File: config.mk
export PLATFORM = sky130hd
export DESIGN_NAME = fsm_ctrl_flat
export DESIGN_NICKNAME = d
export VERILOG_FILES = /design/src/rtl/fsm_stages_pkg.sv /design/src/rtl/fsm_ctrl_if.sv /design/src/rtl/fsm_ctrl.sv /design/src/flat_wrapper.sv
export SDC_FILE = /design/constraint.sdc
export NUM_CORES = 1
export LEC_CHECK = 0
export BUFFER_PORTS_ARGS = -buffer_cell sky130_fd_sc_hd__buf_2
export CAP_MARGIN = 20
export CORE_AREA = 2 2 39 41
export CTS_CLUSTER_DIAMETER = 60
export DETAILED_ROUTE_END_ITERATION = 16
export DIE_AREA = 0 0 41 43
export PLACE_DENSITY_LB_ADDON = 0.08
export SYNTH_ARGS = -nofsm -noshare
export SYNTH_HDL_FRONTEND = slang
export SYNTH_SLANG_ARGS = --single-unit
File: constraint.sdc
create_clock -name clk -period 1.19 [get_ports clk]
set_input_delay 0.238 -clock clk [delete_from_list [all_inputs] [get_ports clk]]
set_output_delay 0.238 -clock clk [all_outputs]
set_load 0.02 [all_outputs]
File: src/rtl/fsm_stages_pkg.sv
// rtl/fsm_stages_pkg.sv - stage encoding shared by fsm_ctrl, its interface and monitors
package fsm_stages_pkg;

  typedef enum logic [1:0] {
    S_IDLE = 2'b00,
    S_ONE  = 2'b01,
    S_TWO  = 2'b10,
    S_DONE = 2'b11
  } c_state;

endpackage

File: src/rtl/fsm_ctrl_if.sv
// rtl/fsm_ctrl_if.sv - qualifier/stage bundle for fsm_ctrl (done_cnt under FSM_CTRL_DONE_CNT_EN)
interface fsm_ctrl_if
`ifdef FSM_CTRL_DONE_CNT_EN
  #(parameter int DONE_CNT_W = 8)
`endif
  ;

  logic                   q1;
  logic                   q2;
  logic [1:0]             count;
  fsm_stages_pkg::c_state state;
`ifdef FSM_CTRL_DONE_CNT_EN
  logic [DONE_CNT_W-1:0]  done_cnt;
`endif

  // Side that drives the qualifiers and observes the stage
  modport master (
    output q1,
    output q2,
`ifdef FSM_CTRL_DONE_CNT_EN
    input  done_cnt,
`endif
    input  count,
    input  state
  );

  // The detector itself
  modport slave (
    input  q1,
    input  q2,
`ifdef FSM_CTRL_DONE_CNT_EN
    output done_cnt,
`endif
    output count,
    output state
  );

endinterface

File: src/rtl/fsm_ctrl.sv
// rtl/fsm_ctrl.sv - Moore 4-stage sequence detector on {q1,q2}; optional done counter via FSM_CTRL_DONE_CNT_EN
module fsm_ctrl
  import fsm_stages_pkg::*;
#(
  parameter int HOLD_ON_IDLE = 1,
  parameter int DONE_CNT_W   = 8
) (
  input  logic       clk,
  input  logic       reset,
  fsm_ctrl_if.slave  bus
);

  c_state     state_q;
  c_state     state_d;
  logic [1:0] in_w;

  if (DONE_CNT_W < 1) begin : g_bad_done_cnt_w
    $error("fsm_ctrl: DONE_CNT_W must be at least 1");
  end

  assign in_w = {bus.q1, bus.q2};

  // State register; reset aborts any partial sequence immediately
  always_ff @(posedge clk or negedge reset) begin
    if (!reset) begin
      state_q <= S_IDLE;
    end else begin
      state_q <= state_d;
    end
  end

  // Next-state: 00 holds or drops to idle, 01 always restarts at S_ONE, else advance or abort
  always_comb begin
    state_d = S_IDLE;
    if (in_w == 2'b00) begin
      state_d = (HOLD_ON_IDLE != 0) ? state_q : S_IDLE;
    end else if (in_w == 2'b01) begin
      state_d = S_ONE;
    end else begin
      case (state_q)
        S_IDLE:  state_d = S_IDLE;
        S_ONE:   state_d = (in_w == 2'b10) ? S_TWO : S_IDLE;
        S_TWO:   state_d = (in_w == 2'b11) ? S_DONE : S_IDLE;
        S_DONE:  state_d = S_IDLE;
        default: state_d = S_IDLE;
      endcase
    end
  end

  assign bus.state = state_q;
  assign bus.count = state_q;

`ifdef FSM_CTRL_DONE_CNT_EN
  logic [DONE_CNT_W-1:0] done_cnt_q;
  logic [DONE_CNT_W-1:0] done_cnt_d;

  // Count fresh entries into S_DONE only; holding there does not re-count; saturate at all-ones
  always_comb begin
    done_cnt_d = done_cnt_q;
    if ((state_d == S_DONE) && (state_q != S_DONE) && (done_cnt_q != {DONE_CNT_W{1'b1}})) begin
      done_cnt_d = done_cnt_q + 1'b1;
    end
  end

  // Done counter register, cleared only by reset
  always_ff @(posedge clk or negedge reset) begin
    if (!reset) begin
      done_cnt_q <= '0;
    end else begin
      done_cnt_q <= done_cnt_d;
    end
  end

  assign bus.done_cnt = done_cnt_q;
`endif

endmodule

File: src/flat_wrapper.sv
// flat-port wrapper written by rule: the top's interface ports become plain ports
module fsm_ctrl_flat import fsm_stages_pkg::*;
#(
  parameter int HOLD_ON_IDLE = 1,
  parameter int DONE_CNT_W   = 8
)
  (clk, reset, bus_q1, bus_q2, bus_count, bus_state);
  fsm_ctrl_if bus_i ();
  input  logic clk;
  input  logic reset;
  input wire logic [$bits(bus_i.q1)-1:0] bus_q1;
  input wire logic [$bits(bus_i.q2)-1:0] bus_q2;
  output wire logic [$bits(bus_i.count)-1:0] bus_count;
  output wire logic [$bits(bus_i.state)-1:0] bus_state;
  assign bus_i.q1 = bus_q1;
  assign bus_i.q2 = bus_q2;
  assign bus_count = bus_i.count;
  assign bus_state = bus_i.state;
  fsm_ctrl #(.HOLD_ON_IDLE(HOLD_ON_IDLE), .DONE_CNT_W(DONE_CNT_W)) u_core (.clk(clk), .reset(reset), .bus(bus_i));
endmodule
=== After elaboration in Yosys (flattened, before gate mapping) ===
Index checks and enable logic that the tools add are counted.

* Equality and inequality tests: 6
* Multiplexer cells: 4
* Reductions and logical operators: 3

{| class="wikitable"
|+ Operators by type and width
! cell !! number
|-
| 2-bit == test (second input constant) || 4
|-
| 2-bit 2-to-1 mux || 3
|-
| 2-bit one-hot mux with 3 select lines || 1
|-
| 2-bit by 1-bit == test with 1-bit output (second input constant) || 2
|-
| 2-bit zero test || 2
|-
| 2-bit OR reduction || 1
|}

* Output and inout bits: 4
* Input bits: 4
* Bits in registers: 2
* Logic and storage cells: 14

=== Logic depth before layout (Yosys ltp) ===
Gate-level depths: netlist of the first run.

* Word-level depth: 4
* Gate-level depth with buffers: 2
* Gate-level depth less buffers: 2

=== Worst setup path after synthesis of the first run ===
OpenSTA, ideal clock, no wires.

* Path kind: reg2reg
* Start: register u_core.state_q[0] (netlist: u_core.bus.count[0])
* End: register u_core.state_q[1] (netlist: u_core.bus.count[1])
* Required time: 1066 ps
* Path slack: 125 ps
* Cell stages (with the launch flop): 3
* Clock period less this slack: 1065 ps
* Buffers on the path: 0
* Arrival time: 942 ps
* Library setup time: 124 ps
* Path through: dfrtp_1 and4b_1 a211o_1

* Longest elaborated chain between the ends: 4
* Elaborated cells between the ends (all ways): 7
* Those cells by class: eq/ne: 3; mux: 2; reduce/logical: 2

{| class="wikitable"
|+ RTL lines
! what !! RTL line !! source
|-
| start, declared || fsm_ctrl.sv:13 || <nowiki>c_state state_q;</nowiki>
|-
| start signal, assigned || fsm_ctrl.sv:28 || <nowiki>state_q <= state_d;</nowiki>
|-
| 2-bit == test / 2-bit zero test (equally long branches) || fsm_ctrl.sv:40 || <nowiki>case (state_q)</nowiki>
|-
| 2-bit OR reduction (no source line) || n/a ||
|-
| 2-bit one-hot mux with 3 select lines * || fsm_ctrl.sv:40 ||
|-
| 2-bit 2-to-1 mux * || fsm_ctrl.sv:37 || <nowiki>end else if (in_w == 2'b01) begin</nowiki>
|}

Every way passes the cells marked *; elsewhere a longest branch is shown, timed or not.
A chain may end at the register's enable or synchronous reset.

=== Final worst setup path of the first run ===
* Start: register u_core.state_q[1] (netlist: u_core.bus.count[1])
* End: output bus_count[1]

{| class="wikitable"
|+ RTL lines
! what !! RTL line !! source
|-
| end, declared || flat_wrapper.sv:13 || <nowiki>output wire logic [$bits(bus_i.count)-1:0] bus_count;</nowiki>
|}

No word-level cell between the ends.

==> flow_summary.json, run 1 <==
{
  "htree_levels": 1,
  "drive_above_1_share": 0.500,
  "min_to": "u_core.bus.count[0]$_DFFE_PN0P_",
  "start_util": 0.0832,
  "syn-cell-area_sq_um": 115,
  "synth.area.top_cells": "dfrtp_1, buf_4, and4bb_1",
  "fin_area_sq_um": 188,
  "dr_total_vias": 111,
  "post-route-util": 0.136,
  "core_sq_um": 1380,
  "period_needed_ps": 1050,
  "clkLatencyLatePin_ps": 220,
  "cp.required_ps": 950,
  "synthToLayoutAreaGrowth_pct": 63.0,
  "syn_nets": 15,
  "viasPerCell": 3.08,
  "worst_clock_skew_ps": 0.444,
  "drv_slew": 0,
  "tritoncts": "yes",
  "antenna_found_initial": 0,
  "gr-usage-met3": 0.0157,
  "p_leak_nw": 0.104,
  "yosysTopAreaCellShare": 0.435,
  "num-fill-cells": 160,
  "worstSetupEndpointType": "primary output",
  "synth_warnings": 0,
  "dr.pass1.iters": 2,
  "numPortBuffers": 7,
  "fin_nets": 26,
  "crit_slowest_cell": "dfrtp_1",
  "vdd_drop_max_uv": 439,
  "hold_ws_ps": 235,
  "path_delay_family": "flip-flops",
  "final_cells": 36,
  "avgSynthCellArea_sq_um": 10.5,
  "cp-start-kind": "flop",
  "outcome": "finished clean",
  "routed_wl_um": 298,
  "cts.sinks": 2,
  "reg2reg_to": "u_core.bus.count[1]$_DFFE_PN0P_",
  "drtIter0Drc": 4,
  "yosysTopAreaCell": "dfrtp_1",
  "powerDensity_nw_per_um2": 1510,
  "clockRootBuffer": "clkbuf_4",
  "path_class": "flop to primary output",
  "globalplace.congestion": 0.563,
  "largest_register_ffs": 2,
  "r2r_start": "u_core.bus.count[0]$_DFFE_PN0P_",
  "fin_setup_tns_ps": 0,
  "cts.repair.resized": 0,
  "dieArea_sq_um": 1760,
  "numCtsBuffers": 3,
  "globalRoute.busiestLayer": "met4",
  "grt_pass1_wl_um": 448,
  "first_global_vias": 127,
  "grt_start_max_net_pins": 7,
  "slew_headroom": 0.896,
  "path_max_fanout": 6,
  "ys_seq_area_frac": 0.435,
  "ios": 8,
  "worstMarginPinSlew_ps": 156,
  "wire_per_inst_um": 8.28,
  "clkTransAtPathRegs_ps": 30,
  "met2_usage": 0.0563,
  "drc_errors": 0,
  "diodes": 0,
  "cp.arrival_ps": 810,
  "grt_overflow": 0,
  "antenna_left": 0,
  "post-route-period-util": 0.884,
  "fp.dieH_um": 43,
  "critPathMaxStageDelay_ps": 400,
  "drv_cap": 0,
  "post_dp_cell_area_sq_um": 155,
  "ys_ff_latch": 2,
  "num_rows": 14,
  "rr_worst_depth": 2,
  "fmax_ghz": 0.951,
  "netlist_instances": 11,
  "track_usage": 0.0452,
  "hp-class": "primary input to flop",
  "hold_depth": 2,
  "placed_cells": 32,
  "finalHoldViolCount": 0,
  "crit_chain": "buf_2",
  "critPathBufInv": 1,
  "synth_cell_types": 8,
  "hp-start": "bus_q1",
  "cts_buffer_depth": 2,
  "setup_violations": 0,
  "rsz0062_at_grt": "false",
  "r2r_setup_slack_ps": 200,
  "die_w_um": 41,
  "grt_use_met1": 0.0386
}
[kinds of logic after synthesis]
family,synth area share
buf+inv,0.130
simple gates,0.315
compound gates,0.120
flops,0.435
[cell type report]
| type | instances | area, sq um | share of cell area |
|---|---|---|---|
| Timing Repair Buffer | 8 | 45.0 | 0.240 |
| Tap cell | 16 | 20.0 | 0.107 |
| Sequential cell | 2 | 50.0 | 0.267 |
| Multi-Input combinational cell | 7 | 50.0 | 0.267 |
| Clock buffer | 3 | 22.5 | 0.120 |
[how the worst max path moves through the flow]
stage | to | from | depth (start not counted)
floorplan | u_core.bus.count[1]$_DFFE_PN0P_ | u_core.bus.count[0]$_DFFE_PN0P_ | 2
global placement | u_core.bus.count[1]$_DFFE_PN0P_ | u_core.bus.count[1]$_DFFE_PN0P_ | 2
detailed placement | u_core.bus.count[1]$_DFFE_PN0P_ | u_core.bus.count[0]$_DFFE_PN0P_ | 2
CTS | bus_count[1] | u_core.bus.count[1]$_DFFE_PN0P_ | 1
global route | bus_count[0] | u_core.bus.count[0]$_DFFE_PN0P_ | 1
finish | bus_count[1] | u_core.bus.count[1]$_DFFE_PN0P_ | 1
[synth_stat cells]
master,n
a211o_1,1
a21oi_1,1
and4b_1,1
and4bb_1,1
buf_4,2
dfrtp_1,2
nand2b_1,1
nor2_1,2
[per-layer routing]
| layer | wire length [um] | vias up | part of all wire |
|---|---|---|---|
| li1 | - | 56 | - |
| met4 | 0 | 0 | 0 |
| met3 | 30 | 0 | 0.10 |
| met5 | 0 | - | 0 |
| met1 | 109 | 51 | 0.37 |
| met2 | 157 | 4 | 0.53 |
[where the power goes]
group / switching [mW] / total, mW / internal (mW)
sequential: 0.00801 / 0.0829 / 0.0749
clock: 0.0377 / 0.149 / 0.111
combinational: 0.0291 / 0.0514 / 0.0222
total: 0.0748 / 0.283 / 0.208
[worst register-to-register path, cell delays in order (launching register included)]
cell,delay (ps)
dfrtp_1,390
and4b_1,210
a211o_1,270
[what timing repair did]
item                                   in CTS  in global routing
hold buffers                                1                  0
endpoints found under the hold margin       2                  0
buffers inserted                            0                  0
[stage by stage]
| step | worst slack [ps] | power (mW) |
|---|---|---|
| 3_5_place_dp | 186 | 0.134 |
| 2_1_floorplan | 125 | 0.119 |
| 6_report | 138 | 0.283 |
| 5_1_grt | 81.1 | 0.308 |
| 4_1_cts | 114 | 0.299 |
| 3_3_place_gp | 190 | 0.134 |
[placed cells by master (no fill, tap or decap), drive strengths merged]
cell type,count
buf,7
clkbuf,3
nor2,2
dfrtp,2
nand2b,1
a21oi,1
and4b,1
and4bb,1
a211o,1
dlygate4sd3,1
Power figures use the tool's default switching activity.
==> run 2, diff against run 1 <==
==> constraint.sdc (replaced) <==
create_clock -name clk -period 1.19 [get_ports clk]
set_input_delay 0.238 -clock clk [delete_from_list [all_inputs] [get_ports clk]]
set_output_delay 0.238 -clock clk [all_outputs]
set_load 0.1 [all_outputs]
==> run 2 against run 1 <==
Compared with the run above: die area unchanged; critical path depth unchanged; critical endpoint unchanged; first-iteration DRC count down 100%; combinational power rose to 3.3 times the previous value.
==> flow_summary.json, run 2 (same netlist as run 1, synthesis figures left out) <==
{
  "outcome": "finished clean",
  "cts.repair.resized": 0,
  "worst_clock_skew_ps": 2.49,
  "period_needed_ps": 1160,
  "antenna_left": 0,
  "cts.sinks": 2,
  "largest_register_ffs": 2,
  "globalplace.congestion": 0.504,
  "fin_nets": 26,
  "cts_buffer_depth": 2,
  "fmax_ghz": 0.864,
  "drv_cap": 0,
  "fp.dieH_um": 43,
  "path_max_fanout": 6,
  "grt_start_max_net_pins": 7,
  "path_delay_family": "flip-flops",
  "tritoncts": "yes",
  "clkLatencyLatePin_ps": 230,
  "worstMarginPinSlew_ps": 124,
  "start_util": 0.0832,
  "clkPwrFrac": 0.366,
  "final_cells": 36,
  "dr.pass1.iters": 1,
  "drc_errors": 0,
  "final_common_cell": "buf_12",
  "routed_wl_um": 289,
  "placed_cells": 32,
  "first_global_vias": 93,
  "mostFrequentLayoutCells": "buf_12, clkbuf_4, buf_2",
  "p_leak_nw": 0.117,
  "numCtsBuffers": 3,
  "track_usage": 0.0351,
  "rsz0062_at_grt": "false",
  "hp-class": "primary input to flop",
  "finalHoldViolCount": 0,
  "clockRootBuffer": "clkbuf_4",
  "powerDensity_nw_per_um2": 1640,
  "cp-start-kind": "flop",
  "grt_pass1_wl_um": 358,
  "synthToLayoutAreaGrowth_pct": 122,
  "crit_chain": "buf_12",
  "cp.required_ps": 950,
  "critPathBufInv": 1,
  "drv_slew": 0,
  "internal-power_uw": 253,
  "diodes": 0,
  "num_rows": 14,
  "antenna_found_initial": 0,
  "slew_headroom": 0.918,
  "setup_violations": 0,
  "core_sq_um": 1380,
  "combPwrFrac": 0.408,
  "wire_per_inst_um": 8.03,
  "numPortBuffers": 7,
  "die_w_um": 41,
  "clkTransAtPathRegs_ps": 30,
  "crit_slowest_cell": "dfrtp_4",
  "ios": 8,
  "vdd_drop_max_uv": 491,
  "viasPerCell": 2.94,
  "worstSetupEndpointType": "primary output",
  "fin_area_sq_um": 255,
  "post-route-period-util": 0.972,
  "grt_overflow": 0,
  "hold_ws_ps": 228,
  "pwr-share-seq": 0.226,
  "switching_share": 0.396,
  "dieArea_sq_um": 1760,
  "num-fill-cells": 160,
  "htree_levels": 1,
  "cp.arrival_ps": 920,
  "drtIter0Drc": 0,
  "drive_above_1_share": 0.600,
  "p_sw_uw": 166,
  "path_class": "flop to primary output",
  "dr_total_vias": 106,
  "critPathMaxStageDelay_ps": 510,
  "post_dp_cell_area_sq_um": 223
}
[run 2: layout make-up]
class | count | area (sq um) | share of cell area
flip-flops and latches | 2 | 57.6 | 0.225
well taps | 16 | 20.0 | 0.0784
clock buffers | 3 | 22.5 | 0.0882
multi-input cells | 7 | 50.0 | 0.196
repair buffers | 8 | 105 | 0.412
[run 2: power by group through the flow]
stage / combinational (mW) / clock, mW / sequential (mW)
after floorplan: 0.0680 / 0 / 0.134
after global placement: 0.168 / 0 / 0.0959
after detailed placement: 0.169 / 0 / 0.0957
after CTS: 0.171 / 0.164 / 0.0951
after global routing: 0.174 / 0.172 / 0.0963
final: 0.171 / 0.153 / 0.0947
[run 2: timing repair]
action	CTS	global route
hold buffers	1	0
setup buffers	0	0
endpoints found under the hold margin	2	0
endpoints found under the setup margin	0	0
[run 2: per-stage QoR]
step | util | power [mW] | setup TNS, ps | setup slack, ps
4_1_cts | 0.184 | 0.431 | 0 | 19.5
6_report | 0.184 | 0.418 | 0 | 32.8
5_1_grt | 0.184 | 0.443 | 0 | 6.22
3_3_place_gp | 0.161 | 0.264 | 0 | 97.1
2_1_floorplan | - | 0.202 | -34.2 | -18.5
3_5_place_dp | 0.161 | 0.265 | 0 | 93.4
[run 2: path summary, 6_finish.rpt]
path | from | end | slack [ps] | depth (start not counted)
min in group asynchronous | reset | u_core.bus.count[0]$_DFFE_PN0P_ | 330 | 2
setup reg to reg | u_core.bus.count[1]$_DFFE_PN0P_ | u_core.bus.count[1]$_DFFE_PN0P_ | 80 | 2
max in group asynchronous | reset | u_core.bus.count[1]$_DFFE_PN0P_ | 750 | 2
hold reg to reg | u_core.bus.count[1]$_DFFE_PN0P_ | u_core.bus.count[1]$_DFFE_PN0P_ | 650 | 1
hold / removal | bus_q1 | u_core.bus.count[0]$_DFFE_PN0P_ | 230 | 2
setup / recovery | u_core.bus.count[1]$_DFFE_PN0P_ | bus_count[1] | 30 | 1
[run 2: per-layer routing]
metal  wire, um  share of wire  track usage  vias up
met2        139           0.48       0.0438        4
li1           -              -            -       57
met4          0              0       0.0600        0
met3         17          0.059            0        0
met5          0              0            0        -
met1        132           0.46       0.0385       45
==> run 3, diff against run 2 <==
REMOVE_ABC_BUFFERS = 1   (was default)
TNS_END_PERCENT = 20   (was default)
==> run 3 against run 2 <==
Compared with the run above: final cell count rose by 8.3%; non-clock buffer count rose by 3; first-iteration DRC count rose by 2; clock skew fell by 1.2 ps; die area did not move; flip-flop and latch count did not move; largest power group unchanged.
==> flow_summary.json, run 3 (same netlist as run 1, synthesis figures left out) <==
{
  "drv_cap": 0,
  "fin_nets": 29,
  "antenna_left": 0,
  "period_needed_ps": 1170,
  "fp.dieH_um": 43,
  "die_w_um": 41,
  "dp_slack_ps": 224,
  "clkLatencyLatePin_ps": 220,
  "hp-class": "primary input to flop",
  "powerDensity_nw_per_um2": 1560,
  "dr_total_vias": 127,
  "post-route-period-util": 0.979,
  "p_sw_uw": 164,
  "cp.required_ps": 950,
  "path_max_fanout": 4,
  "path_delay_family": "flip-flops",
  "routed_wl_um": 306,
  "drc_errors": 0,
  "grt_overflow": 0,
  "track_usage": 0.0492,
  "globalplace.congestion": 0.547,
  "fin_area_sq_um": 274,
  "rsz0062_at_grt": "true",
  "drv_slew": 0,
  "combPwrFrac": 0.464,
  "fmax_ghz": 0.858,
  "tritoncts": "yes",
  "clkPwrFrac": 0.348,
  "drtIter0Drc": 2,
  "final_common_cell": "buf_12",
  "grt_pass1_wl_um": 503,
  "synthToLayoutAreaGrowth_pct": 138,
  "final_cells": 39,
  "clkTransAtPathRegs_ps": 30,
  "outcome": "finished clean",
  "path_class": "flop to primary output",
  "vdd_drop_max_uv": 453,
  "largest_register_ffs": 2,
  "placed_cells": 34,
  "wire_per_inst_um": 7.85,
  "cts_buffer_depth": 2,
  "crit_chain": "buf_6 > buf_12",
  "pwr-share-seq": 0.188,
  "first_global_vias": 135,
  "grt_start_max_net_pins": 5,
  "num_rows": 14,
  "core_sq_um": 1380,
  "worstMarginPinSlew_ps": 142,
  "mostFrequentLayoutCells": "buf_12, clkbuf_4, buf_2",
  "cts.sinks": 2,
  "worstSetupEndpointType": "primary output",
  "post_dp_cell_area_sq_um": 230,
  "internal-power_uw": 262,
  "cp-start-kind": "flop",
  "diodes": 0,
  "worst_clock_skew_ps": 1.28,
  "setup_violations": 0,
  "slew_headroom": 0.905,
  "numCtsBuffers": 3,
  "finalHoldViolCount": 0,
  "crit_slowest_cell": "dfrtp_1",
  "ios": 8,
  "start_util": 0.0832,
  "post-route-util": 0.198,
  "critPathMaxStageDelay_ps": 400,
  "htree_levels": 1,
  "p_leak_nw": 0.136,
  "numPortBuffers": 7,
  "antenna_found_initial": 0,
  "drive_above_1_share": 0.565,
  "setup_ws_ps": 24.8,
  "switching_share": 0.386,
  "finalPower_uw": 426,
  "dieArea_sq_um": 1760,
  "fin_setup_tns_ps": 0,
  "clockRootBuffer": "clkbuf_4",
  "hold_ws_ps": 245,
  "critPathBufInv": 2,
  "dr.pass1.iters": 2,
  "viasPerCell": 3.26,
  "cp.arrival_ps": 930
}
run 3: final cells by class:
type                    count  area [sq um]
flip-flops and latches      2          50.0
well taps                  16          20.0
clock buffers               3          22.5
fillers                   151          1110
repair buffers             11           131
multi-input cells           7          50.0
run 3: path summary, 6_finish.rpt:
kind	depth (start not counted)	end	from	slack (ps)
hold / removal	2	u_core.bus.count[0]$_DFFE_PN0P_	bus_q1	250
hold reg to reg	2	u_core.bus.count[1]$_DFFE_PN0P_	u_core.bus.count[1]$_DFFE_PN0P_	600
min in group asynchronous	2	u_core.bus.count[0]$_DFFE_PN0P_	reset	330
setup / recovery	2	bus_state[0]	u_core.bus.count[0]$_DFFE_PN0P_	20
setup reg to reg	3	u_core.bus.count[1]$_DFFE_PN0P_	u_core.bus.count[1]$_DFFE_PN0P_	140
max in group asynchronous	2	u_core.bus.count[1]$_DFFE_PN0P_	reset	760
run 3: layer usage:
layer,wire length [um],track usage
met1,146,0.0547
met2,129,0.0531
met3,30,0.0314
met4,0,0.0600
met5,0,0
run 3: power by group through the flow:
stage,sequential [mW],combinational (mW),clock [mW]
finish,0.0800,0.198,0.148
global route,0.0804,0.206,0.169
CTS,0.0799,0.199,0.160
detailed placement,0.0812,0.190,0
global placement,0.0809,0.190,0
floorplan,0.175,0.0118,0
run 3: timing repair:
action | in CTS | in global routing
hold buffers | 1 | 0
gates resized for setup | 1 | 0
pin swaps | 0 | 0
endpoints found under the hold margin | 2 | 0
setup endpoints to repair | 3 | 2
buffers inserted | 1 | 0
